[config.mk]
export PLATFORM = sky130hd
export DESIGN_NAME = riscv_obi_initiator
export DESIGN_NICKNAME = d
export VERILOG_FILES = /design/src/rtl/riscv_obi_initiator.sv
export SDC_FILE = /design/constraint.sdc
export NUM_CORES = 1
export LEC_CHECK = 0
export ABC_AREA = 1
export ABC_CLOCK_PERIOD_IN_PS = 1940
export CAP_MARGIN = 15
export CORE_MARGIN = 2
export CORE_UTILIZATION = 38
export DETAILED_ROUTE_END_ITERATION = 6
export GPL_TIMING_DRIVEN = 0
export PLACE_DENSITY = 0.76
export SYNTH_ARGS = -nofsm -noshare
export SYNTH_HDL_FRONTEND = slang
export SYNTH_SLANG_ARGS = --single-unit
[constraint.sdc]
create_clock -name clk_i -period 1.94 [get_ports clk_i]
set_input_delay 0.194 -clock clk_i [delete_from_list [all_inputs] [get_ports clk_i]]
set_output_delay 0.194 -clock clk_i [all_outputs]
set_load 0.05 [all_outputs]
[src/rtl/riscv_obi_initiator.sv]
// Purpose: turns single-beat commands into OBI address phases and returns in-order responses.
// Latency: cmd accepted in t -> req_o from t+1; rvalid_i in r -> rsp_valid_o at r+1.
// Backpressure: cmd_ready_o low during an address phase, a post-grant gap, or when MAX_OUTSTANDING are unanswered.
// Optional: define RISCV_OBI_INIT_GAP_EN to honour req_gap_i (GAP state and gap counter).
module riscv_obi_initiator #(
  parameter int MAX_OUTSTANDING = 4,
  parameter int OUT_WL          = $clog2(MAX_OUTSTANDING + 1)
) (
  input  logic              clk_i,
  input  logic              rst_ni,
  input  logic              cmd_valid_i,
  output logic              cmd_ready_o,
  input  logic              cmd_we_i,
  input  logic [3:0]        cmd_be_i,
  input  logic [31:0]       cmd_addr_i,
  input  logic [31:0]       cmd_wdata_i,
  output logic              req_o,
  input  logic              gnt_i,
  output logic [31:0]       addr_o,
  output logic              we_o,
  output logic [3:0]        be_o,
  output logic [31:0]       wdata_o,
  input  logic              rvalid_i,
  input  logic [31:0]       rdata_i,
  input  logic [3:0]        req_gap_i,
  output logic              rsp_valid_o,
  output logic              rsp_we_o,
  output logic [31:0]       rsp_rdata_o,
  output logic [OUT_WL-1:0] outstanding_o,
  output logic              err_o
);

  localparam int AW = (MAX_OUTSTANDING > 1) ? $clog2(MAX_OUTSTANDING) : 1;
  localparam logic [AW-1:0]     LAST_IDX = AW'(MAX_OUTSTANDING - 1);
  localparam logic [OUT_WL-1:0] MAX_CNT  = OUT_WL'(MAX_OUTSTANDING);

  typedef enum logic [1:0] {
    IDLE = 2'd0,
    REQ  = 2'd1,
    GAP  = 2'd2
  } state_e;

  state_e            state_q, state_d;
  logic              ready_en_q;
  logic              cmd_rdy, cmd_acc, req;
  logic [31:0]       addr_q, wdata_q;
  logic              we_q;
  logic [3:0]        be_q;
  logic              trk_we_q [MAX_OUTSTANDING];
  logic [AW-1:0]     wr_idx_q, rd_idx_q;
  logic              wr_wrap_q, rd_wrap_q;
  logic [OUT_WL-1:0] cnt_q;
  logic              fifo_empty, fifo_full, push, pop;
  logic              rsp_vld_q, rsp_we_q, err_q;
  logic [31:0]       rsp_rdata_q;

  assign cmd_ready_o   = cmd_rdy;
  assign req_o         = req;
  assign addr_o        = addr_q;
  assign we_o          = we_q;
  assign be_o          = be_q;
  assign wdata_o       = wdata_q;
  assign rsp_valid_o   = rsp_vld_q;
  assign rsp_we_o      = rsp_we_q;
  assign rsp_rdata_o   = rsp_rdata_q;
  assign outstanding_o = cnt_q;
  assign err_o         = err_q;

  // Same index with equal wrap bits is empty; same index with differing wrap bits is full.
  assign fifo_empty = (wr_idx_q == rd_idx_q) && (wr_wrap_q == rd_wrap_q);
  assign fifo_full  = (wr_idx_q == rd_idx_q) && (wr_wrap_q != rd_wrap_q);
  assign cmd_acc    = cmd_valid_i && cmd_rdy;
  assign push       = req && gnt_i && !fifo_full;
  assign pop        = rvalid_i && !fifo_empty;

`ifdef RISCV_OBI_INIT_GAP_EN
  logic [3:0] gap_q;

  // Gap counter: loaded at grant, counts down while idling in GAP.
  always_ff @(posedge clk_i or negedge rst_ni) begin
    if (!rst_ni) begin
      gap_q <= 4'd0;
    end else if (state_q == REQ && gnt_i) begin
      gap_q <= req_gap_i;
    end else if (state_q == GAP) begin
      gap_q <= gap_q - 4'd1;
    end
  end
`else
  logic unused_gap;
  assign unused_gap = ^req_gap_i;
`endif

  // State register plus a flag that keeps cmd_ready_o low until the first edge after reset.
  always_ff @(posedge clk_i or negedge rst_ni) begin
    if (!rst_ni) begin
      state_q    <= IDLE;
      ready_en_q <= 1'b0;
    end else begin
      state_q    <= state_d;
      ready_en_q <= 1'b1;
    end
  end

  // Next-state and handshake outputs; ready depends on the count visible this cycle.
  always_comb begin
    state_d = state_q;
    cmd_rdy = 1'b0;
    req     = 1'b0;
    case (state_q)
      IDLE: begin
        cmd_rdy = ready_en_q && (cnt_q < MAX_CNT);
        if (cmd_valid_i && cmd_rdy) state_d = REQ;
      end
      REQ: begin
        req = 1'b1;
        if (gnt_i) begin
`ifdef RISCV_OBI_INIT_GAP_EN
          state_d = (req_gap_i == 4'd0) ? IDLE : GAP;
`else
          state_d = IDLE;
`endif
        end
      end
`ifdef RISCV_OBI_INIT_GAP_EN
      GAP: begin
        if (gap_q == 4'd1) state_d = IDLE;
      end
`endif
      default: state_d = IDLE;
    endcase
  end

  // Address-phase registers: captured on accept, frozen until the next accept.
  always_ff @(posedge clk_i or negedge rst_ni) begin
    if (!rst_ni) begin
      addr_q  <= 32'd0;
      we_q    <= 1'b0;
      be_q    <= 4'd0;
      wdata_q <= 32'd0;
    end else if (cmd_acc) begin
      addr_q  <= cmd_addr_i;
      we_q    <= cmd_we_i;
      be_q    <= cmd_be_i;
      wdata_q <= cmd_wdata_i;
    end
  end

  // Tracking storage: transaction type of each granted request, in grant order.
  always_ff @(posedge clk_i) begin
    if (push) trk_we_q[wr_idx_q] <= we_q;
  end

  // Pointers and outstanding count; simultaneous push and pop leave the count unchanged.
  always_ff @(posedge clk_i or negedge rst_ni) begin
    if (!rst_ni) begin
      wr_idx_q  <= '0;
      rd_idx_q  <= '0;
      wr_wrap_q <= 1'b0;
      rd_wrap_q <= 1'b0;
      cnt_q     <= '0;
    end else begin
      if (push) begin
        if (wr_idx_q == LAST_IDX) begin
          wr_idx_q  <= '0;
          wr_wrap_q <= ~wr_wrap_q;
        end else begin
          wr_idx_q <= wr_idx_q + AW'(1);
        end
      end
      if (pop) begin
        if (rd_idx_q == LAST_IDX) begin
          rd_idx_q  <= '0;
          rd_wrap_q <= ~rd_wrap_q;
        end else begin
          rd_idx_q <= rd_idx_q + AW'(1);
        end
      end
      if (push && !pop) cnt_q <= cnt_q + OUT_WL'(1);
      else if (pop && !push) cnt_q <= cnt_q - OUT_WL'(1);
    end
  end

  // Registered response port and sticky error on an unsolicited rvalid_i.
  always_ff @(posedge clk_i or negedge rst_ni) begin
    if (!rst_ni) begin
      rsp_vld_q   <= 1'b0;
      rsp_we_q    <= 1'b0;
      rsp_rdata_q <= 32'd0;
      err_q       <= 1'b0;
    end else begin
      rsp_vld_q <= pop;
      if (pop) begin
        rsp_we_q    <= trk_we_q[rd_idx_q];
        rsp_rdata_q <= trk_we_q[rd_idx_q] ? 32'd0 : rdata_i;
      end
      if (rvalid_i && fifo_empty) err_q <= 1'b1;
    end
  end

endmodule

======== Yosys cells after proc, flatten, opt, wreduce, memory -nomap -nowiden ========
Memories as Yosys holds them, arrays and structs flattened.
Cells that the tools add are included.
storage, ports and cells
  bits in registers ....................... 116
  latch bits .............................. 0
  memory bits (writable) .................. 4
  memory bits (read-only) ................. 0
  input port bits ......................... 110
  output and inout bits ................... 109
  word-level logic and storage cells ...... 63
  memories ................................ 1
cells by class
  add/subtract/negate cells ............... 4
  multiply operators ...................... 0
  div/mod/pow operators ................... 0
  magnitude comparators ................... 1
  equal/unequal tests ..................... 8
  shift operators ......................... 0
  mux-type cells .......................... 12
  bitwise operators ....................... 2
  reductions and logical operators ........ 20
memory list
  memory    words  width  read ports  clocked after memory_dff  write ports  line  source
  trk_we_q  4      1      1           0                         1            49    logic trk_we_q [MAX_OUTSTANDING];
operators with widths
  cell                                              count
  two-way mux 32 bit                                1
  logical AND 1 bit                                 11
  two-way mux 2 bit                                 4
  two-way mux 3 bit                                 2
  AND reduction 2 bit                               3
  adder 2 x 1 -> 2 bit, second input constant       2
  == test 2 bit, second input constant              2
  zero test 1 bit                                   4
  two-way mux 1 bit                                 4
  != test 2 bit, second input constant              2
  case mux 2 bit (2 select lines)                   1
  adder 3 x 1 -> 3 bit, second input constant       1
  < comparator 3 bit, second input constant         1
  subtractor 3 x 1 -> 3 bit, second input constant  1
  == test 2 x 1 -> 1 bit, second input constant     1
  == test 2 bit                                     1
  zero test 2 bit                                   1
  inverter 1 bit                                    2
  nonzero test 2 bit                                1
  == test 1 bit                                     1
  != test 1 bit                                     1

======== Longest topological paths before layout ========
  depth in word-level cells ............... 8
  depth in mapped cells ................... 12
  gate-level depth less buffers ........... 12

======== Worst setup path before layout ========
No wires, ideal clock.
  kind .................................... reg2reg
  start point ............................. register state_q[0]
  end point ............................... register cnt_q[2] (netlist: outstanding_o[2])
  setup time .............................. 131 ps
  data arrival time ....................... 1965 ps
  data required time ...................... 1809 ps
  path slack .............................. -156 ps
  stages on the path, launching flop included .. 11
  path buffers ............................ 0
  clock period less this slack ............ 2096 ps
  cells stage by stage .................... dfrtp_1 nand2_1 inv_1 nand2_1 inv_1 ha_1 inv_1 fa_1 a21oi_1 o21ai_0 xor2_1
between the ends
  word-level cells in the longest chain between the ends .. 7
  elaborated cells on any way between the ends .. 9
  those cells by class .................... eq/ne: 1; mux: 2; reduce/logical: 6
RTL lines
  item                                 line  source
  start, declared                      43    state_e state_q, state_d;
  start signal, assigned               100   state_q <= state_d;
  == test 2 x 1 -> 1 bit *             110   case (state_q)
  two-way mux 1 bit *                  110
  logical AND 1 bit * (2 in series)    73    assign push = req && gnt_i && !fifo_full;
  net push                             53    logic fifo_empty, fifo_full, push, pop;
  zero test 1 bit                      180   else if (pop && !push) cnt_q <= cnt_q - OUT_WL'(1);
  logical AND 1 bit                    180
  nonzero test 2 bit (no source line)  -
  end signal, assigned                 179   if (push && !pop) cnt_q <= cnt_q + OUT_WL'(1);
  end signal, assigned                 180
  end, declared                        52    logic [OUT_WL-1:0] cnt_q;
Mark *: on every way through the listed nets, which the timed path passes. The rest lies on a longest branch.
A chain may end at the register's enable or synchronous reset.

======== Final worst setup path ========
  start point ............................. register wr_wrap_q
  end point ............................... register cnt_q[1] (netlist: outstanding_o[1])
between the ends
  word-level cells in the longest chain between the ends .. 7
  elaborated cells on any way between the ends .. 14
  those cells by class .................... eq/ne: 2; mux: 1; reduce/logical: 11
RTL lines
  item                                 line  source
  start, declared                      51    logic wr_wrap_q, rd_wrap_q;
  start signal, assigned               166   wr_wrap_q <= ~wr_wrap_q;
  != test 1 bit *                      71    assign fifo_full = (wr_idx_q == rd_idx_q) && (wr_wrap_q != rd_wrap_q);
  logical AND 1 bit *                  71
  zero test 1 bit *                    73
  logical AND 1 bit *                  73
  net push                             53
  zero test 1 bit                      180
  logical AND 1 bit                    180
  nonzero test 2 bit (no source line)  -
Marks and branches as above.

==> load_flow_metrics.sql <==
INSERT INTO impl_metrics (metric_group, metric, value, unit) VALUES
('worst_hold_path', 'hold_path.startpoint', 'cmd_valid_i', ''),
('logic_synthesis', 'synth_mux_area_share', '0.225', '%'),
('grt', 'number_of_global_route_vias_before_repair', '4701', ''),
('logic_synthesis', 'syn_inst', '539', ''),
('finish', 'final_core_utilization', '64.3', '%'),
('logic_synthesis', 'yosys.area_share.xor_xnor', '0.349', '%'),
('clocking', 'clock-root-buffer', 'sky130_fd_sc_hd__clkbuf_16', ''),
('critical_path', 'timing.critical_path.arrival', '2.24', 'ns'),
('grt', 'met1_track_demand_over_resource_in_global_routing', '25.0', '%'),
('worst_hold_path', 'timing.hold.worst_path_depth', '4', ''),
('timing', 'period_needed', '1.93', 'ns'),
('detailed_routing', 'vias', '4681', ''),
('logic_synthesis', 'syn_area_per_cell', '9.30', 'µm²'),
('logic_synthesis', 'post_synth_num_cell_types', '29', ''),
('worst_hold_path', 'hold_path_class', 'input pin to register', ''),
('detailed_routing', 'routed_wl', '14600', 'µm'),
('logic_synthesis', 'synth.cells.most_frequent', '235 x sky130_fd_sc_hd__nand2_1, 115 x sky130_fd_sc_hd__dfrtp_1, 74 x sky130_fd_sc_hd__nand3_1', ''),
('logic_synthesis', 'synth_adder_area_share', '1.90', '%'),
('critical_path', 'worst-r2r-setup-slack', '0.009', 'ns'),
('logic_synthesis', 'mappedNetlistArea', '5010', 'µm²'),
('placement', 'place.detailed.hpwl', '10500', 'µm'),
('timing', 'clock.fmax', '518', 'MHz'),
('logic_synthesis', 'synth_nets', '656', ''),
('finish', 'final_area', '8210', 'µm²'),
('power', 'power.combinational.fraction', '53.5', '%'),
('grt', 'grt_start_max_net_pins', '61', ''),
('clocking', 'cts_inserted_buffers', '17', ''),
('clocking', 'cts.path.max_buffers', '2', ''),
('floorplanning', 'floorplan.io_pins', '219', ''),
('floorplanning', 'core_region_area', '12800', 'µm²'),
('detailed_routing', 'ant_nets', '0', ''),
('detailed_routing', 'detail_route.first_pass.iterations', '5', ''),
('timing', 'fin_hold_ws', '0.308', 'ns'),
('logic_synthesis', 'synth_seq_area_share', '59.8', '%'),
('placement', 'gpl.final_weighted_congestion', '0.825', ''),
('timing', 'slew_headroom', '50.8', '%'),
('critical_path', 'r2r-start', 'wr_wrap_q$_DFFE_PN0P_', ''),
('clocking', 'number_of_clock_sinks', '119', ''),
('logic_synthesis', 'synth_area_leader_cell', 'sky130_fd_sc_hd__dfrtp_1', ''),
('grt', 'grt_busiest_layer', 'met2', ''),
('detailed_routing', 'wl_per_cell', '15.0', 'µm'),
('logic_synthesis', 'netlist_top_cells_area', 'sky130_fd_sc_hd__dfrtp_1 57%, sky130_fd_sc_hd__nand2_1 18%, sky130_fd_sc_hd__nand3_1 7.4%', ''),
('worst_hold_path', 'holdPathEnd', 'wdata_o[1]$_DFFE_PN0P_', ''),
('power', 'clkPwrFrac', '20.3', '%'),
('critical_path', 'reg2reg_to', 'outstanding_o[1]$_DFFE_PN0P_', ''),
('timing', 'max_slew_violations', '0', ''),
('flow_run', 'max-cap-violations', '0', ''),
('logic_synthesis', 'simple_logic_cell_fraction_of_the_synthesized_area', '26.9', '%'),
('timing', 'grt_setup_unrepaired', 'true', ''),
('logic_synthesis', 'yosys_register_bits', '119', ''),
('timing', 'worstMarginPinSlew', '0.737', 'ns'),
('grt', 'grt.overflow.total', '0', ''),
('critical_path', 'startpoint_type', 'register', ''),
('power', 'cellInternalPower', '8660', 'µW'),
('finish', 'post_route_cells_drive_above_1_share', '15.3', '%'),
('critical_path', 'rr_worst_depth', '10', ''),
('timing', 'setup_viol', '0', ''),
('logic_synthesis', 'synth_compound_area_share', '4.89', '%'),
('power', 'power.leakage', '0.00388', 'µW'),
('grt', 'wire_length_of_the_first_global_routing_pass', '23400', 'µm'),
('logic_synthesis', 'synth.most_common_cell', 'sky130_fd_sc_hd__nand2_1', ''),
('clocking', 'reg_clk_slew_reported_paths', '0.05', 'ns'),
('timing', 'timing.final.crit_share', '99.6', '%'),
('logic_synthesis', 'synth-main-ff-cell', 'sky130_fd_sc_hd__dfrtp_1', ''),
('critical_path', 'worst-path-max-fanout', '4', ''),
('placement', 'io_buffers', '213', ''),
('logic_synthesis', 'netlist.area_leader.share', '57.4', '%'),
('floorplanning', 'die-height', '119', 'µm'),
('timing', 'finalSetupTns', '0', 'ns'),
('outcome', 'outcome', 'finished clean', ''),
('logic_synthesis', 'synth_edf_count', '4', '');
==> sequential cells by signal, indices dropped and copies added, names as in the netlist <==
signal,count
addr_o,32
be_o,4
err_o,1
outstanding_o,3
rd_idx_q,2
rd_wrap_q,1
ready_en_q,1
rsp_rdata_o,32
rsp_valid_o,1
rsp_we_o,1
state_q,1
trk_we_q,4
wdata_o,32
we_o,1
wr_idx_q,2
wr_wrap_q,1
==> worst max-delay path: stages (launching register included) <==
cell and delay, ns:
sky130_fd_sc_hd__dfrtp_1 0.42, sky130_fd_sc_hd__inv_2 0.10, sky130_fd_sc_hd__nand2_2 0.06, sky130_fd_sc_hd__nand2_2 0.09, sky130_fd_sc_hd__nand3_4 0.09, sky130_fd_sc_hd__nand2_4 0.08
sky130_fd_sc_hd__inv_4 0.05, sky130_fd_sc_hd__ha_4 0.15, sky130_fd_sc_hd__inv_4 0.06, sky130_fd_sc_hd__fa_2 0.43, sky130_fd_sc_hd__mux2_4 0.27
==> routing by layer <==
| layer | part of all wire [%] | wire (µm) |
|---|---|---|
| met4 | 2.2 | 328 |
| met3 | 7.9 | 1160 |
| met2 | 50 | 7260 |
| met1 | 40 | 5890 |
| met5 | 0 | 0 |
==> power groups by stage <==
stage	combinational (µW)	sequential, µW	clock (µW)
3_3_place_gp	8180	4180	0
6_report	8600	4210	3260
4_1_cts	8430	4210	3320
2_1_floorplan	2050	7540	0
3_5_place_dp	8300	4230	0
5_1_grt	9070	4330	3430
==> timing repair <==
item	CTS	global route
buffers inserted	5	12
cloned	0	0
pin swaps	1	6
resized for setup	12	15
hold buffers	1	0
endpoints found under the hold margin	55	0
setup endpoints to repair	3	4
==> worst max-delay path by stage <==
stage                            startpoint  slack, ns  cells past startpoint                      endpoint
2_1_floorplan       rd_idx_q[0]$_DFFE_PN0P_      0.004                     12  outstanding_o[2]$_DFFE_PN0P_
3_3_place_gp                         rst_ni      -4.03                      1        state_q[0]$_DFFE_PN0P_
3_5_place_dp   outstanding_o[2]$_DFFE_PN0P_      -0.25                      5                   cmd_ready_o
4_1_cts             rd_idx_q[1]$_DFFE_PN0P_     0.0005                     10  outstanding_o[1]$_DFFE_PN0P_
5_1_grt               wr_wrap_q$_DFFE_PN0P_      -0.05                     10  outstanding_o[1]$_DFFE_PN0P_
6_report              wr_wrap_q$_DFFE_PN0P_      0.009                     10  outstanding_o[1]$_DFFE_PN0P_
==> logic make-up after synthesis <==
logic type,Yosys count
simple gates,322
flops,119
buf+inv,49
compound gates,38
fa+ha+maj,7
xor+xnor,2
other cells,1
mux,1
==> layout by cell type (no fill, tap or decap), drive strengths merged, types with 3 or more instances in the layout <==
cell	n
o21ai	36
nor2	5
dfrtp	115
clkdlybuf4s50	210
bufinv	3
nand3	75
nand2	239
edfxtp	4
clkbuf	30
ha	6
inv	17
buf	45
clkinv	4
==> through the flow <==
step           instances  setup slack [ns]
6_report             974           0.00855
5_1_grt              974           -0.0539
4_1_cts              962          0.000545
3_5_place_dp         925            -0.247
3_3_place_gp         924             -4.03
2_1_floorplan        539           0.00432
==> area by class of cell <==
class                   count  area [µm²]
clock inverters             8         118
inverters                  17        73.8
fillers                  1014        4560
clock buffers              24         502
flip-flops and latches    119        3000
well taps                 172         215
repair buffers            232        2290
multi-input cells         371        1790
plain buffers              31         215
(Power assumes the default switching activity.)
